==> config.mk <==
export PLATFORM = sky130hd
export DESIGN_NAME = seq_compare_unit
export DESIGN_NICKNAME = d
export VERILOG_FILES = /design/src/rtl/seq_compare_unit.sv
export SDC_FILE = /design/constraint.sdc
export NUM_CORES = 1
export LEC_CHECK = 0
export CAP_MARGIN = 10
export CORE_ASPECT_RATIO = 0.6
export CORE_UTILIZATION = 55
export CTS_BUF_LIST = sky130_fd_sc_hd__clkbuf_8
export CTS_CLUSTER_DIAMETER = 100
export CTS_CLUSTER_SIZE = 28
export DETAILED_ROUTE_END_ITERATION = 10
export PLACE_DENSITY_LB_ADDON = 0.3
export SLEW_MARGIN = 20
export SYNTH_ARGS = -nofsm -noshare
export SYNTH_HDL_FRONTEND = slang
export SYNTH_SLANG_ARGS = --single-unit
==> constraint.sdc <==
create_clock -name clock -period 5.1 [get_ports clock]
set_input_delay 0.765 -clock clock [delete_from_list [all_inputs] [get_ports clock]]
set_output_delay 0.765 -clock clock [all_outputs]
set_load 0.01 [all_outputs]
==> src/rtl/seq_compare_unit.sv <==
// seq_compare_unit: multi-cycle MSB-first comparator for signed or unsigned
// operands. It scans SLICE bits per clock and reports a 0/1 result
// (zero-extended to WIDTH) plus eq/gt/lt flags over a valid/ready handshake.
module seq_compare_unit #(
    parameter int WIDTH = 6,
    parameter int SLICE = 2
) (
    input  logic             clock,
    input  logic             resetN,
    input  logic             inValid,
    output logic             inReady,
    input  logic [WIDTH-1:0] a,
    input  logic [WIDTH-1:0] b,
    input  logic [2:0]       comparison,
    input  logic             signedMode,
    output logic             outValid,
    input  logic             outReady,
    output logic [WIDTH-1:0] zLogic,
    output logic             eqFlag,
    output logic             gtFlag,
    output logic             ltFlag
);
    localparam int NUM_SLICES = WIDTH / SLICE;
    localparam int CW         = $clog2(NUM_SLICES + 1);

    // Reject parameter sets the slice scan cannot handle.
    generate
        if (WIDTH < 2 || SLICE < 1 || (WIDTH % SLICE) != 0) begin : gBadParams
            $error("seq_compare_unit: WIDTH must be >= 2 and a multiple of SLICE");
        end
    endgenerate

    typedef enum logic [1:0] {IDLE, SCAN, DONE} stateT;
    typedef enum logic [1:0] {UNDECIDED, DEC_GT, DEC_LT} decisionT;

    stateT            stateReg, stateNext;
    logic [WIDTH-1:0] opAReg, opBReg;
    logic [2:0]       cmpReg;
    logic             signedReg;
    decisionT         decisionReg, decisionNext;
    logic             zeroAReg, zeroBReg;
    logic [CW-1:0]    countReg;
    logic [WIDTH-1:0] zLogicReg;
    logic             eqReg, gtReg, ltReg;

    logic [SLICE-1:0] sliceA, sliceB, magA, magB;
    logic             firstSlice, lastSlice;
    logic             zeroANext, zeroBNext;
    logic             eqNext, gtNext, ltNext, resultBit;

    // Slice compare: fold the current top slice into the running decision.
    always_comb begin
        sliceA     = opAReg[WIDTH-1 -: SLICE];
        sliceB     = opBReg[WIDTH-1 -: SLICE];
        firstSlice = (countReg == CW'(NUM_SLICES));
        lastSlice  = (countReg == CW'(1));
        magA       = sliceA;
        magB       = sliceB;
        // Flipping the sign bit maps two's complement order onto unsigned order.
        if (firstSlice && signedReg) begin
            magA[SLICE-1] = ~sliceA[SLICE-1];
            magB[SLICE-1] = ~sliceB[SLICE-1];
        end
        decisionNext = decisionReg;
        if (decisionReg == UNDECIDED) begin
            if (magA > magB) begin
                decisionNext = DEC_GT;
            end else if (magA < magB) begin
                decisionNext = DEC_LT;
            end
        end
        zeroANext = zeroAReg & (sliceA == '0);
        zeroBNext = zeroBReg & (sliceB == '0);
        eqNext    = (decisionNext == UNDECIDED);
        gtNext    = (decisionNext == DEC_GT);
        ltNext    = (decisionNext == DEC_LT);
        case (cmpReg)
            3'b000:  resultBit = eqNext;
            3'b001:  resultBit = gtNext;
            3'b010:  resultBit = ltNext;
            3'b011:  resultBit = zeroANext;
            3'b100:  resultBit = gtNext | eqNext;
            3'b101:  resultBit = ltNext | eqNext;
            3'b110:  resultBit = ~eqNext;
            default: resultBit = zeroBNext;
        endcase
    end

    // Next-state and handshake outputs.
    always_comb begin
        stateNext = stateReg;
        inReady   = 1'b0;
        outValid  = 1'b0;
        case (stateReg)
            IDLE: begin
                inReady = resetN;
                if (inValid) begin
                    stateNext = SCAN;
                end
            end
            SCAN: begin
                if (lastSlice) begin
                    stateNext = DONE;
                end
            end
            DONE: begin
                outValid = 1'b1;
                if (outReady) begin
                    stateNext = IDLE;
                end
            end
            default: stateNext = IDLE;
        endcase
    end

    // State register.
    always_ff @(posedge clock or negedge resetN) begin
        if (!resetN) begin
            stateReg <= IDLE;
        end else begin
            stateReg <= stateNext;
        end
    end

    // Operand capture, slice shifting and result registers.
    always_ff @(posedge clock or negedge resetN) begin
        if (!resetN) begin
            opAReg      <= '0;
            opBReg      <= '0;
            cmpReg      <= '0;
            signedReg   <= 1'b0;
            decisionReg <= UNDECIDED;
            zeroAReg    <= 1'b0;
            zeroBReg    <= 1'b0;
            countReg    <= '0;
            zLogicReg   <= '0;
            eqReg       <= 1'b0;
            gtReg       <= 1'b0;
            ltReg       <= 1'b0;
        end else begin
            case (stateReg)
                IDLE: begin
                    if (inValid) begin
                        opAReg      <= a;
                        opBReg      <= b;
                        cmpReg      <= comparison;
                        signedReg   <= signedMode;
                        decisionReg <= UNDECIDED;
                        zeroAReg    <= 1'b1;
                        zeroBReg    <= 1'b1;
                        countReg    <= CW'(NUM_SLICES);
                    end
                end
                SCAN: begin
                    opAReg      <= opAReg << SLICE;
                    opBReg      <= opBReg << SLICE;
                    decisionReg <= decisionNext;
                    zeroAReg    <= zeroANext;
                    zeroBReg    <= zeroBNext;
                    countReg    <= countReg - CW'(1);
                    if (lastSlice) begin
                        zLogicReg <= {{(WIDTH-1){1'b0}}, resultBit};
                        eqReg     <= eqNext;
                        gtReg     <= gtNext;
                        ltReg     <= ltNext;
                    end
                end
                default: begin
                end
            endcase
        end
    end

    assign zLogic = zLogicReg;
    assign eqFlag = eqReg;
    assign gtFlag = gtReg;
    assign ltFlag = ltReg;

endmodule
==> results_dict.tcl, run 1 <==
set metrics [dict create \
    finalSetupTns_ns 0 \
    met3_usage_pct 7.97 \
    register_area_um2 701 \
    drtIter0Drc 42 \
    synth_edf_count 0 \
    post_drt_wl_per_cell_um 15.7 \
    synth-seq-cells 28 \
    peakVddDrop_mv 0.359 \
    cts_hold_buf 0 \
    diodes 0 \
    internal-power_mw 0.619 \
    post_cts_resized 0 \
    core_area_um2 2310 \
    switchingPower_mw 0.445 \
    ant_nets 0 \
    hold_class "reg2reg" \
    rsz0062_at_grt "no" \
    ys_warn_count 0 \
    crit_chain "clkdlybuf4s50_1 > buf_4 > nor3b_1 > clkdlybuf4s50_1" \
    synthArstFlopShare_pct 100 \
    switching_share_pct 41.8 \
    hold_end "gtFlag$_DFFE_PN0P_" \
    antenna_found_initial 0 \
    syn-mean-instance-area_um2 9.50 \
    worstReg2RegEnd "zLogic[0]$_DFFE_PN0P_" \
    path_max_fanout 29 \
    final_nets 200 \
    die_h_um 41.7 \
    cts_tree "built" \
    finClkSkew_ns 0.00233 \
    worstSetupPathType "in2out" \
    max_freq_ghz 0.321 \
    synthFlopType "dfrtp_1" \
    hold_start "gtFlag$_DFFE_PN0P_" \
    setup_viol 0 \
    seq_power_share_pct 40.1 \
    use_met1_pct 32.8 \
    vias_per_cell 5.71 \
    gr-usage-all-layers_pct 26.6 \
    insertion_delay_ns 0.27 \
    seq_area_frac_synth_pct 48.5 \
    grt_max_degree 30 \
    nFillCells 161 \
    use_met2_pct 42.4 \
    core.rowCount 13 \
    cts.htree.levels 1 \
    routabilityCongestion 0.873 \
    drt_wl_total_mm 3.23 \
    min_period_ns 3.11 \
    post_cts_buffers 0 \
    top_usage_layer "met2" \
    netlist_instances 152 \
    powerDensity_nw_per_um2 603 \
    status "finished, final reports clean" \
    final_common_cell "nand2_1" \
    start_util_pct 62.5 \
    reg2reg_depth 7 \
    netlist_area_um2 1440 \
    drtPass1Iterations 4 \
    pwr-share-clk_pct 12.8 \
    p_leak_nw 0.756 \
    drive_above_1_share_pct 9.09 \
    cap_violations 0 \
    cpMaxStageDelayCell "clkdlybuf4s50_1" \
    io_buffer_count 25 \
    dieArea_um2 2840 \
    boundaryPins 31 \
    holdPathStages 2 \
    hold_viol_final 0 \
    dp_hpwl_mm 2.25 \
    critPathArrivalTime_ns 2.35 \
    endpoint_kind "output port" \
    post-route-period-util_pct 61.0 \
    cp.required_ns 4.34 \
    cts_buffer_depth 2 \
    vias 1176 \
    layout_common_cells "nand2_1 (30), dfrtp_1 (28), clkdlybuf4s50_1 (25), o21ai_0 (19), mux2i_1 (8)" \
    grt_pass1_wl_mm 5.50 \
    drv_slew 0 \
    cts.clk_slew.worst_paths_ns 0.09 \
    placedCellCount 202 \
    multiInputGateArea_um2 678 \
    regToRegStartpoint "opAReg[4]$_DFFE_PN0P_" \
    ys_types 35 \
    cts_root_buffer "clkbuf_8" \
    cts_buffers 3 \
    crit_path_start "resetN" \
    chipWidth_um 68.1 \
    reg2reg_slack_ns 3.28 \
    power_frac_comb_pct 47.1 \
    area.growth.synth_to_final_pct 22.1 \
    crit_path_start_kind "input port" \
    cts.sinks 28 \
    crit_top_cell "clkdlybuf4s50_1" \
    grt_pass1_vias 1242 \
    max_stage_delay_ns 0.56 \
    drc 0 \
    stdcell_count 206 \
    grt-ovfl-total 0 \
]
[cells by family after synthesis]
kind of cell    Yosys count  synth area share [%]
other cells               1                 0.260
buf+inv                  17                  5.89
compound gates           37                  16.2
simple gates             54                  18.0
fa+ha+maj                 3                  2.60
mux                      11                  7.89
xor+xnor                  1                 0.607
flops                    28                  48.5
[through the flow]
| step | setup WS, ns | cell area, um^2 | hold WS, ns | power [mW] | utilization (%) |
|---|---|---|---|---|---|
| 2_1_floorplan | 3.26 | 1460 | 0.447 | 0.754 | - |
| 3_3_place_gp | 1.99 | 1710 | 0.459 | 0.875 | 73.9 |
| 3_5_place_dp | 1.96 | 1710 | 0.467 | 0.913 | 73.9 |
| 4_1_cts | 1.97 | 1760 | 0.488 | 1.06 | 76.3 |
| 5_1_grt | 1.88 | 1760 | 0.526 | 1.15 | 76.3 |
| 6_report | 1.99 | 1760 | 0.485 | 1.06 | 76.3 |
[cell usage after synthesis (2+ instances only)]
cell / instances / share of area [%]
nand3_1: 5 / 1.7
nand2b_1: 3 / 1.3
inv_1: 5 / 1.3
o31ai_1: 2 / 1.0
dfrtp_1: 28 / 49
mux2_2: 3 / 2.3
ha_1: 3 / 2.6
buf_4: 5 / 2.6
o21bai_1: 2 / 1.0
nor3b_1: 2 / 1.0
a21oi_1: 4 / 1.4
clkbuf_1: 5 / 1.3
nor3_1: 3 / 1.0
a31oi_1: 3 / 1.3
mux2i_1: 8 / 5.5
nor2_1: 5 / 1.3
nand2_1: 30 / 7.8
o21ai_0: 19 / 6.6
[critical path: cells and delay by family]
family        cells  cell delay (ns)
simple gates      1             0.23
buf+inv           3             1.34
[routing by layer]
metal | routed length [um] | share of wire (%) | vias up
met5 | 0 | 0 | -
met4 | 89 | 2.8 | 0
met3 | 159 | 4.9 | 12
met2 | 1540 | 48 | 43
met1 | 1440 | 45 | 548
li1 | - | - | 573
[state kept, by name, summed over array words and instances, names as in the netlist, 2 cells and up]
signal,flops
opAReg,6
opBReg,6
stateReg,2
countReg,2
cmpReg,3
decisionReg,2
[worst max path at each step]
stage / end / cells past startpoint
global placement: inReady / 4
floorplan: inReady / 1
finish: inReady / 4
CTS: inReady / 4
global route: inReady / 4
detailed placement: inReady / 4
[power groups by stage]
stage               logic, mW  clock network (mW)  registers [mW]
global placement        0.459                   0           0.416
finish                  0.501               0.136           0.426
CTS                     0.496               0.138           0.424
detailed placement      0.488                   0           0.425
global route            0.560               0.147           0.443
floorplan               0.353                   0           0.402
[area by class of cell]
cell class,count,share of cell area (%)
clock buffers,4,3.12
inverters,5,1.06
multi-input cells,111,38.5
flip-flops and latches,28,39.7
well taps,30,2.13
repair buffers,28,15.5
(Power assumes the default switching activity.)
==> inputs of run 2 (changes only) <==
--- a/config.mk
+++ b/config.mk
@@ -7,7 +7,7 @@
 export LEC_CHECK = 0
 export CAP_MARGIN = 10
 export CORE_ASPECT_RATIO = 0.6
-export CORE_UTILIZATION = 55
+export CORE_UTILIZATION = 52
 export CTS_BUF_LIST = sky130_fd_sc_hd__clkbuf_8
 export CTS_CLUSTER_DIAMETER = 100
 export CTS_CLUSTER_SIZE = 28
==> constraint.sdc (replaced) <==
create_clock -name clock -period 3.1 [get_ports clock]
set_input_delay 0.465 -clock clock [delete_from_list [all_inputs] [get_ports clock]]
set_output_delay 0.465 -clock clock [all_outputs]
set_load 0.01 [all_outputs]
==> results_dict.tcl, run 2 (synthesis gave the netlist of run 1 again) <==
set metrics [dict create \
    cts_tree "built" \
    hold_class "reg2reg" \
    hold_start "eqFlag$_DFFE_PN0P_" \
    crit_top_cell "clkdlybuf4s50_1" \
    layout_common_cells "nand2_1 (30), dfrtp_1 (28), clkdlybuf4s50_1 (25), o21ai_0 (19), mux2i_1 (8)" \
    seq_power_share_pct 41.4 \
    nFillCells 193 \
    crit_path_start_kind "input port" \
    post-route-period-util_pct 72.1 \
    drive_above_1_share_pct 8.57 \
    crit_buf_inv 2 \
    worstSetupPathType "in2out" \
    grt-ovfl-total 0 \
    max_freq_ghz 0.448 \
    grt_pass1_wl_mm 5.31 \
    io_buffer_count 25 \
    cap_violations 0 \
    final_common_cell "nand2_1" \
    gr-usage-all-layers_pct 23.4 \
    routabilityCongestion 0.973 \
    grt_pass1_vias 1195 \
    final_nets 200 \
    regToRegStartpoint "countReg[0]$_DFFE_PN0P_" \
    min_period_ns 2.23 \
    post_drt_wl_per_cell_um 15.2 \
    dpl_cell_area_um2 1710 \
    post_cts_resized 0 \
    switching_share_pct 41.7 \
    fin_ws_ns 0.866 \
    drtPass1Iterations 4 \
    area.growth.synth_to_final_pct 21.3 \
    core.rowCount 14 \
    cp.required_ns 2.63 \
    core_area_um2 2570 \
    dp_hpwl_mm 2.23 \
    drtIter0Drc 80 \
    status "finished, final reports clean" \
    p_leak_nw 0.749 \
    cts_buffers 3 \
    endpoint_kind "output port" \
    power_frac_comb_pct 47.4 \
    cp_top_family "buffers and inverters" \
    crit_path_start "resetN" \
    finClkSkew_ns 0.00229 \
    pwr-share-clk_pct 11.2 \
    powerDensity_nw_per_um2 972 \
    rsz0062_at_grt "no" \
    setup_viol 0 \
    insertion_delay_ns 0.27 \
    max_stage_delay_ns 0.56 \
    diodes 0 \
    path_max_fanout 2 \
    vias 1188 \
    switchingPower_mw 0.710 \
    cts_buffer_depth 2 \
    start_util_pct 56.1 \
    design_area_um2 1750 \
    finalSetupTns_ns 0 \
    p_total_mw 1.70 \
    cts.sinks 28 \
    peakVddDrop_mv 0.513 \
    top_regs "opAReg x6, opBReg x6, cmpReg x3" \
    grt_max_degree 30 \
    internal-power_mw 0.992 \
    drt_wl_total_mm 3.16 \
    hold_viol_final 0 \
    boundaryPins 31 \
    post_cts_buffers 0 \
    cts_root_buffer "clkbuf_8" \
    die_h_um 42.8 \
    cpMaxStageDelayCell "clkdlybuf4s50_1" \
    ant_nets 0 \
    antenna_found_initial 0 \
    chipWidth_um 70.0 \
    cts.htree.levels 1 \
    dp_worst_setup_slack_ns 0.871 \
    vias_per_cell 5.74 \
    drc 0 \
    critPathArrivalTime_ns 1.77 \
    holdWs_ns 0.489 \
    crit_chain "clkdlybuf4s50_1 > nor3b_1 > clkdlybuf4s50_1" \
    drv_slew 0 \
    cts.clk_slew.worst_paths_ns 0.08 \
    cts_hold_buf 0 \
    dieArea_um2 3000 \
]
## run 2: worst reg2reg max path, cell delays in order, from the launching register on
cell       delay [ns]
dfrtp_1          0.42
ha_1             0.24
and3_1           0.19
o211ai_1         0.24
o21ai_1          0.12
a2111oi_2        0.33
a31oi_1          0.13
## run 2: metal layers
layer	track usage, %	up-vias	share of wire, %
li1	-	566	-
met1	30.0	559	44
met2	36.2	55	47
met3	6.41	8	6.5
met4	13.6	0	2.1
met5	0	-	0
## run 2: final cells by class
cell class	count	area, um^2	area share (%)
inverter	5	18.8	1.07
multi-input combinational	111	678	38.7
sequential	28	701	40.0
timing repair buffer	28	273	15.6
clock buffer	3	41.3	2.36
tap	32	40.0	2.29
## run 2: worst paths after layout
kind | endpoint | slack [ns] | cells past startpoint
min reg2reg | eqFlag$_DFFE_PN0P_ | 0.49 | 2
max | inReady | 0.87 | 3
max reg2reg | zLogic[0]$_DFFE_PN0P_ | 1.31 | 6
min in group asynchronous | cmpReg[1]$_DFFE_PN0P_ | 0.67 | 2
min | eqFlag$_DFFE_PN0P_ | 0.49 | 2
max in group asynchronous | opBReg[3]$_DFFE_PN0P_ | 2.16 | 2
## run 2: power by group through the flow
stage / registers [mW] / logic [mW] / clock network, mW
final: 0.704 / 0.807 / 0.190
after global routing: 0.729 / 0.902 / 0.216
after CTS: 0.699 / 0.807 / 0.203
after detailed placement: 0.703 / 0.798 / 0
after global placement: 0.685 / 0.755 / 0
after floorplan: 0.661 / 0.580 / 0
## run 2: metrics by stage
step | instances | utilization [%]
final | 207 | 68.0
after global placement | 204 | 66.4
after global routing | 207 | 68.0
after CTS | 207 | 68.0
after detailed placement | 204 | 66.4
after floorplan | 156 | -
==> inputs of run 3 (changes only) <==
==> constraint.sdc (replaced) <==
create_clock -name clock -period 2.1 [get_ports clock]
set_input_delay 0.315 -clock clock [delete_from_list [all_inputs] [get_ports clock]]
set_output_delay 0.315 -clock clock [all_outputs]
set_load 0.01 [all_outputs]
==> results_dict.tcl, run 3 (synthesis gave the netlist of run 1 again) <==
set metrics [dict create \
    setup_viol 0 \
    dieArea_um2 3000 \
    grt_max_degree 30 \
    design_area_um2 1780 \
    powerDensity_nw_per_um2 1440 \
    max_stage_delay_ns 0.56 \
    die_h_um 42.8 \
    cts_hold_buf 0 \
    drtPass1Iterations 4 \
    crit_buf_inv 2 \
    min_period_ns 1.91 \
    dp_hpwl_mm 2.15 \
    post-route-period-util_pct 91.1 \
    cts_buffers 3 \
    cp.required_ns 1.78 \
    p_leak_nw 0.760 \
    crit_top_cell "clkdlybuf4s50_1" \
    cts_root_buffer "clkbuf_8" \
    drv_slew 0 \
    vias_per_cell 5.55 \
    drc 0 \
    critPathArrivalTime_ns 1.60 \
    routabilityCongestion 0.940 \
    final_common_cell "nand2_1" \
    antenna_found_initial 0 \
    post_cts_resized 0 \
    drtIter0Drc 65 \
    grt_pass1_vias 1094 \
    cpMaxStageDelayCell "clkdlybuf4s50_1" \
    grt_pass1_wl_mm 5.05 \
    core.rowCount 14 \
    cts.clk_slew.worst_paths_ns 0.09 \
    final_nets 200 \
    cp_top_family "buffers and inverters" \
    drt_wl_total_mm 2.98 \
    post_drt_wl_per_cell_um 14.3 \
    start_util_pct 56.1 \
    insertion_delay_ns 0.28 \
    ant_nets 0 \
    cap_violations 0 \
    cts_buffer_depth 2 \
    endpoint_kind "output port" \
    rsz0062_at_grt "no" \
    cts_tree "built" \
    area.growth.synth_to_final_pct 23.1 \
    hold_class "reg2reg" \
    post_cts_buffers 0 \
    fin_ws_ns 0.186 \
    gr-usage-all-layers_pct 22.0 \
    dp_worst_setup_slack_ns 0.182 \
    crit_chain "clkdlybuf4s50_1 > nor3b_1 > clkdlybuf4s50_1" \
    path_max_fanout 2 \
    status "finished, final reports clean" \
    dpl_cell_area_um2 1720 \
    vias 1155 \
    layout_common_cells "nand2_1 (30), dfrtp_1 (28), clkdlybuf4s50_1 (25), o21ai_0 (19), mux2i_1 (8)" \
    hold_viol_final 0 \
    grt-ovfl-total 0 \
    core_area_um2 2570 \
    crit_path_start_kind "input port" \
    cts.htree.levels 1 \
    top_regs "opAReg x6, opBReg x6, cmpReg x3" \
    boundaryPins 31 \
    worstSetupPathType "in2out" \
    io_buffer_count 25 \
    cts.sinks 28 \
    chipWidth_um 70.0 \
    drive_above_1_share_pct 9.09 \
    finalSetupTns_ns 0 \
    diodes 0 \
    max_freq_ghz 0.522 \
    peakVddDrop_mv 0.733 \
    finClkSkew_ns 0.00545 \
]
[run 3: cell count changes in the layout (fill, tap and decap cells not counted), sizes merged]
cell / change
clkbuf: +1
[run 3: per-stage QoR]
stage	utilization, %	cells	hold slack [ns]	power (mW)
6_report	69.0	208	0.482	2.56
5_1_grt	69.0	208	0.524	2.78
4_1_cts	69.0	208	0.488	2.57
3_5_place_dp	66.9	204	0.469	2.23
3_3_place_gp	66.9	204	0.460	2.16
2_1_floorplan	-	156	0.0194	1.83
[run 3: layer usage]
metal / vias up / wire length [um] / GRT usage [%]
met1: 539 / 1440 / 29.9
met4: 0 / 10 / 3.60
met5: - / 0 / 0
met3: 2 / 241 / 8.55
met2: 49 / 1280 / 34.2
li1: 565 / - / -
[run 3: final timing paths]
check | endpoint | startpoint | slack, ns | cells after the start
setup / recovery | inReady | resetN | 0.19 | 3
hold / removal | gtFlag$_DFFE_PN0P_ | gtFlag$_DFFE_PN0P_ | 0.48 | 2
setup reg to reg | zLogic[0]$_DFFE_PN0P_ | countReg[0]$_DFFE_PN0P_ | 0.31 | 6
hold reg to reg | gtFlag$_DFFE_PN0P_ | gtFlag$_DFFE_PN0P_ | 0.48 | 2
max in group asynchronous | countReg[0]$_DFFE_PN0P_ | resetN | 1.34 | 2
min in group asynchronous | cmpReg[2]$_DFFE_PN0P_ | resetN | 0.49 | 2
[run 3: where the power goes]
group          internal, mW  total [mW]  switching, mW
clock                 0.168       0.338          0.170
combinational         0.558        1.20          0.638
sequential            0.791        1.03          0.240
total                  1.52        2.56           1.05
[run 3: area by class of cell]
cell class / instances / area, um^2
multi-input cells: 111 / 678
clock buffers: 4 / 55.1
inverters: 5 / 18.8
flip-flops and latches: 28 / 701
repair buffers: 28 / 285
well taps: 32 / 40.0
fillers: 201 / 797
[run 3: worst reg2reg max path: stages, from the launching register on]
cell and delay, ns:
dfrtp_1 0.42, ha_1 0.23, and3_1 0.19, o211ai_1 0.25
o21ai_1 0.13, a2111oi_2 0.33, a31oi_1 0.13
